===== config.mk =====
export PLATFORM = sky130hd
export DESIGN_NAME = fetch_ctrl
export DESIGN_NICKNAME = d
export VERILOG_FILES = /design/src/rtl/fetch_ctrl.sv
export SDC_FILE = /design/constraint.sdc
export NUM_CORES = 1
export LEC_CHECK = 0
export CORE_MARGIN = 1
export CORE_UTILIZATION = 34
export DETAILED_ROUTE_END_ITERATION = 10
export PLACE_DENSITY = 0.8
export SYNTH_ARGS = -nofsm -noshare
export SYNTH_HDL_FRONTEND = slang
export SYNTH_SLANG_ARGS = --single-unit

===== constraint.sdc =====
create_clock -name sys_clk -period 2.1 [get_ports sys_clk]
set_clock_uncertainty 0.05 [all_clocks]
set_input_delay 0.63 -clock sys_clk [delete_from_list [all_inputs] [get_ports sys_clk]]
set_output_delay 0.63 -clock sys_clk [all_outputs]
set_load 0.01 [all_outputs]

===== src/rtl/fetch_ctrl.sv =====
// rtl/fetch_ctrl.sv - instruction-fetch sequencer with one-entry decode buffer
// Drives PC update controls, issues imem word requests, traps misalignment and timeouts.
module fetch_ctrl #(
   parameter int unsigned MAX_WAIT = 255
) (
   input  logic        sys_clk,
   input  logic        sys_rst,
   input  logic [31:0] current_pc,
   output logic        pc_we,
   output logic        pc_src,
   output logic        imem_req,
   output logic [31:0] imem_addr,
   input  logic        imem_ready,
   input  logic [31:0] imem_rdata,
   output logic        inst_valid,
   output logic [31:0] inst,
   output logic [31:0] inst_pc,
   input  logic        inst_ready,
   input  logic        redirect,
   output logic        fetch_fault
);

   localparam int unsigned WAIT_W = (MAX_WAIT > 1) ? $clog2(MAX_WAIT) : 1;
   localparam logic [WAIT_W-1:0] WAIT_LAST = WAIT_W'(MAX_WAIT - 1);

   typedef enum logic [1:0] {
      S_IDLE  = 2'd0,
      S_REQ   = 2'd1,
      S_HOLD  = 2'd2,
      S_FAULT = 2'd3
   } state_t;

   state_t            state_q, state_d;
   logic [WAIT_W-1:0] wait_q, wait_d;
   logic [31:0]       inst_q, inst_d;
   logic [31:0]       inst_pc_q, inst_pc_d;

   logic aligned;
   logic timeout;

   assign aligned = (current_pc[1:0] == 2'b00);
   assign timeout = (wait_q == WAIT_LAST);

   always_comb begin
      state_d   = state_q;
      wait_d    = wait_q;
      inst_d    = inst_q;
      inst_pc_d = inst_pc_q;
      case (state_q)
         S_IDLE: begin
            state_d = S_REQ;
            wait_d  = '0;
         end
         S_REQ: begin
            // A redirect abandons the request; returned data is dropped.
            if (redirect) begin
               state_d = S_REQ;
               wait_d  = '0;
            end else if (!aligned) begin
               state_d = S_FAULT;
            end else if (imem_ready) begin
               state_d   = S_HOLD;
               inst_d    = imem_rdata;
               inst_pc_d = current_pc;
            end else if (timeout) begin
               state_d = S_FAULT;
            end else begin
               wait_d = wait_q + 1'b1;
            end
         end
         S_HOLD: begin
            if (redirect || inst_ready) begin
               state_d = S_REQ;
               wait_d  = '0;
            end
         end
         default: begin
            state_d = S_FAULT;
         end
      endcase
      if ((state_d == S_FAULT) && (state_q != S_FAULT)) begin
         inst_d    = '0;
         inst_pc_d = '0;
      end
   end

   always_ff @(posedge sys_clk) begin
      if (sys_rst) begin
         state_q   <= S_IDLE;
         wait_q    <= '0;
         inst_q    <= '0;
         inst_pc_q <= '0;
      end else begin
         state_q   <= state_d;
         wait_q    <= wait_d;
         inst_q    <= inst_d;
         inst_pc_q <= inst_pc_d;
      end
   end

   // Redirect overrides the sequential +4 advance in every live state.
   assign pc_we       = (state_q != S_FAULT) &&
                        (redirect || ((state_q == S_REQ) && aligned && imem_ready));
   assign pc_src      = (state_q != S_FAULT) && redirect;
   assign imem_req    = (state_q == S_REQ) && aligned;
   assign imem_addr   = (state_q == S_REQ) ? current_pc : 32'h0;
   assign inst_valid  = (state_q == S_HOLD);
   assign fetch_fault = (state_q == S_FAULT);
   assign inst        = inst_q;
   assign inst_pc     = inst_pc_q;

endmodule


======== Word-level counts from Yosys, hierarchy flattened ========
Cells that the tools add are included.
W data, S select, Z words.
word-level totals
  output and inout bits ................... 101
  word-level logic and storage cells ...... 42
  flip-flop bits (word level) ............. 74
  input bits .............................. 69
cells by class
  add/subtract/negate cells ............... 1
  reductions and logical operators ........ 13
  multiplexer cells ....................... 13
  equality and inequality tests ........... 10
  bitwise logic cells ..................... 1
operator list
  kind                   number
  $mux W8                5
  $mux W32               1
  $pmux W8 S3            1
  $mux W2                5
  $ne A3 B3 Y1 const B   3
  $add A8 B1 Y8 const B  1
  $eq A8 B8 Y1 const B   1
  $eq A2 B2 Y1 const B   3
  $pmux W2 S3            1
  $logic_and A1 B1 Y1    5
  $reduce_and A5 Y1      1
  $logic_not A2 Y1       2
  $reduce_and A4 Y1      1
  $reduce_bool A3 Y1     1
  $eq A2 B1 Y1 const B   1
  $logic_or A1 B1 Y1     2
  $ne A2 B1 Y1 const B   1
  $ne A2 B2 Y1 const B   1
  $reduce_or A2 Y1       1
  $not A1 Y1             1

======== Longest topological paths before layout ========
  depth after elaboration ................. 9
  depth in mapped cells ................... 7
  gate-level depth less buffers ........... 6

======== Least setup slack after synthesis ========
No wires, ideal clock.
  kind .................................... input-to-output
  from .................................... input port redirect
  to ...................................... output port pc_we
  required time ........................... 1.420 ns
  slack ................................... 0.174 ns
  arrival ................................. 1.246 ns
  stages .................................. 3
  path buffers ............................ 1
  cell sequence ........................... buf_2 -> nor2b_1 -> nand2b_1
on the way
  longest elaborated chain between the ends .. 2
ends and longest elaborated chain
  what                 RTL line  RTL
  start, declared      19        input logic redirect,
  $logic_or A1 B1 Y1   103       (redirect || ((state_q == S_REQ) && aligned && imem_ready));
  $logic_and A1 B1 Y1  102       assign pc_we = (state_q != S_FAULT) &&
  end, declared        9         output logic pc_we,
Every way passes these cells.

======== Worst setup path after layout ========
  from .................................... input port current_pc[1]
  to ...................................... output port pc_we
on the way
  longest elaborated chain between the ends .. 5
ends and longest elaborated chain
  what                               RTL line  RTL
  start, declared                    8         input logic [31:0] current_pc,
  $logic_not A2 Y1                   41        assign aligned = (current_pc[1:0] == 2'b00);
  $logic_and A1 B1 Y1 (2 in series)  103
  $logic_or A1 B1 Y1                 103
  $logic_and A1 B1 Y1                102
Every way passes these cells.

==> run summary <==
The run finished with clean final reports. In this run the cell area measured after placement is 0.004956 sq mm. Of the cells placed in the final design, the portion with a size suffix greater than 1 is 26.06%. In this run, synthesis inferred 0 flip-flops with an integrated enable. The tools report the master cell of the clock root buffer as clkbuf_8. The largest stage delay on the critical path came out at 0.26 ns.

The first routing iteration left 42 violations. The tools report the post-detailed-placement half-perimeter wirelength as 6374 microns. The tools report the area of the core region as 0.008175 sq mm. The cell count after placement was 554; the global-route wire length before repair was 13430 microns. In this run the biggest area consumer among cell types represents 51.93% of the synthesized area.

By area the synthesized netlist is led by dfxtp_1 (52%), a22o_1 (19%), and2_1 (7.7%). For the number of filler instances in the final layout, the log shows 665. TritonCTS built the clock tree. The total negative slack for setup checks came out at 0 ns. Entering global routing, the biggest net connects 38 pins. The critical path class was input pin to output port.

Across all hold checks on the routed design, the worst slack comes to 0.4177 ns. OpenSTA, run right after detailed placement, puts the worst setup slack at -0.5805 ns. The gate count after technology mapping is 254, and the unique cell type count in the Yosys netlist is 42. The post-detailed-route via-to-cell ratio came out at 4.950. The vertical die dimension came out at 93.60 microns.

Dividing total power by cell area gives a power density of 583.9 mW/mm^2. In this run the cell area of the synthesized design comes to 0.002853 sq mm. The highest clock rate is 0.4831 GHz. Share of the cycle needed by the critical path after routing: 98.57%.

The die footprint is 0.008761 sq mm. The tools report the max-capacitance violation count as 0. Dominant register cell in the synthesized netlist: dfxtp_1. The yosys synthesis warning count is 0. The logs give 9 for the number of buffers added by the clock tree synthesis step and 2.059 nW for the leakage power total. The area growth from synthesis to final layout works out to 77.32%.

On the critical path, the stage with the largest delay is an instance of dlygate4sd2_1. The number of placed I/O pins is 170. Setup slack closes at 0.02997 ns. The startpoint class of the critical path was an input pin. Clock-pin slew was measured on the worst setup and hold paths at 0.09 ns. The cell family contributing the most delay on the critical path is buffers and inverters. The tools report the final RePlAce weighted congestion as 0.8913. The summed area of non-filler cells in the final layout came out at 0.005059 sq mm.

The post-synthesis register bit count was 74. The number of cells in the finished layout apart from fillers was 577; the initial cell density of the core was 34.89%. For this run the aggregate overflow at the end of global routing stands at 0. Along the worst path, the maximum fanout reaches 4.

The number of endpoints with negative hold slack in the final report is 0. The average wire length per cell after detail routing is 15.41 microns, and the data required time of the worst path is 1.42 ns. For the pin with the worst max-slew slack, the measured transition is 0.4417 ns.

H-tree level count: 3. The critical path goes through dlygate4sd2_1 -> nor2_1 -> nand3_2 -> nand2b_1 -> buf_2. The repair_antennas step left the layout with diodes totalling 0. After clock tree synthesis, the flow added hold-fix buffers numbering 0. The sequential fraction of the synthesis area is 51.93%, and the shortest period the worst path allows is 2.070 ns. Clock latency on the worst-skew pair, taken at its later pin, is 0.34 ns. Proportion of register bits with asynchronous set or reset after synthesis: 0%.

When the netlist entered floorplanning its net count stood at 325. Counting along the longest clock path gives a buffer depth of 2. The tools report the element type at the critical path end as an output port. Number of global-route vias before repair: 2775. The logs give 2856 for the total via count after detailed routing and 33 for the number of standard-cell rows in the floorplan. Count of buffer and inverter cells on the critical path: 2. For this run, design rule violations remaining after detail routing come to 0. The worst min-delay path category is register to register.

The run gives 19.69% as the combined global-route utilization of all metal layers. For the number of slew-limit violations in the final report, the log shows 0. dfxtp_1 takes more of the synthesized area than any other cell. Setup repair after global routing could not meet its margin everywhere.

The remaining max-slew budget at the tightest pin was 70.42%; the overall die width was 93.60 microns. Worst endpoint data arrival time: 1.39 ns. The count of buffers from port buffering is 169.

Number of iterations in the first detailed-routing pass: 4. The final net count came out at 538. The mean post-synth cell area came out at 11.23 sq um. The number of clock sinks was 74.

The number of antenna violations at the first check in global routing is 0. The final layout contains routed wiring with a total length of 8891 microns. Once detail routing completed, the nets flagged for antenna violations numbered 0.

The maximum resistive drop on vdd was 0.0002787 V. Setup violations remaining at the end of the flow were counted as 0.
-- sequential cells by signal (all words and copies together) (netlist names) --
name	flops
inst_pc	32
wait_q	8
state_q	2
inst	32
-- report_power, final --
part	internal, mW	total [mW]	leakage (nW)	switching (mW)
sequential	1.42	1.43	0.598	0.00860
combinational	0.289	0.483	1.38	0.195
clock	0.449	1.04	0.0848	0.595
total	2.16	2.95	2.06	0.798
-- path summary, 6_finish.rpt --
path | from | endpoint | slack (ns) | depth (start not counted)
max | current_pc[1] | pc_we | 0.03 | 5
min | inst_pc[1] | inst_pc[1] | 0.42 | 1
max reg2reg | wait_q[1] | inst[18] | 0.23 | 6
min reg2reg | inst_pc[1] | inst_pc[1] | 0.42 | 1
-- synth_stat cells (all sizes together), types with 3 or more instances --
| master | n |
|---|---|
| o31ai | 3 |
| nand3 | 6 |
| nor2b | 3 |
| nor2 | 4 |
| inv | 3 |
| nand2b | 4 |
| nor3 | 4 |
| dfxtp | 74 |
| clkbuf | 9 |
| and2 | 35 |
| buf | 8 |
| or4 | 3 |
| o21ai | 4 |
| a22o | 63 |
| a21boi | 3 |
-- cells by family (layout without fill, tap and decap cells) --
| kind of cell | Yosys count | count (layout) | synth area share, % |
|---|---|---|---|
| AO/OA/AOI/OAI | 83 | 83 | 25.04 |
| flip-flops | 74 | 74 | 51.93 |
| AND/OR/NAND/NOR | 73 | 73 | 17.15 |
| buffers and inverters | 20 | 238 | 4.298 |
| adder cells (fa/ha/maj) | 2 | 2 | 0.8771 |
| multiplexers | 2 | 2 | 0.7018 |
-- placed cells by master (no fill, tap or decap), types with 3 or more instances in the layout --
master and instances:
nand2b_1 4, inv_1 3, or4_1 3, clkdlybuf4s50_1 127
dfxtp_1 72, clkbuf_8 9, buf_4 42, nor2_1 4
buf_2 35, buf_12 5, a21boi_0 3, o31ai_1 3
a22o_1 63, clkinvlp_4 3, o21ai_0 3, dlygate4sd2_1 6
inv_6 3, and2_1 33, nand3_1 5
-- final cells by class --
type / instances / area, sq um / area share (%)
Clock buffer: 9 / 123.9 / 2.449
Clock inverter: 7 / 60.06 / 1.187
Inverter: 3 / 11.26 / 0.2226
Multi-Input combinational cell: 160 / 1279 / 25.28
Sequential cell: 74 / 1484 / 29.33
Tap cell: 105 / 131.4 / 2.597
Timing Repair Buffer: 219 / 1969 / 38.93
-- metal layers --
metal / vias up / share of wire [%] / global-route usage (%)
met5: - / 0 / 0
li1: 1375 / - / -
met2: 101 / 50 / 34.56
met3: 12 / 6.0 / 4.065
met1: 1368 / 42 / 23.10
met4: 0 / 1.7 / 8.462
-- timing repair --
action,CTS,global route
resized for setup,156,6
cloned,1,1
buffers inserted,5,0
endpoints found under the hold margin,0,0
setup endpoints to repair,41,14
pin swaps,1,0
-- stage by stage --
| step | total power [mW] | util [%] |
|---|---|---|
| 2_1_floorplan | 1.620 | - |
| 3_3_place_gp | 1.941 | 60.62 |
| 3_5_place_dp | 1.953 | 60.62 |
| 4_1_cts | 2.983 | 61.83 |
| 5_1_grt | 3.074 | 61.88 |
| 6_report | 2.954 | 61.88 |
(Power assumes the default switching activity.)
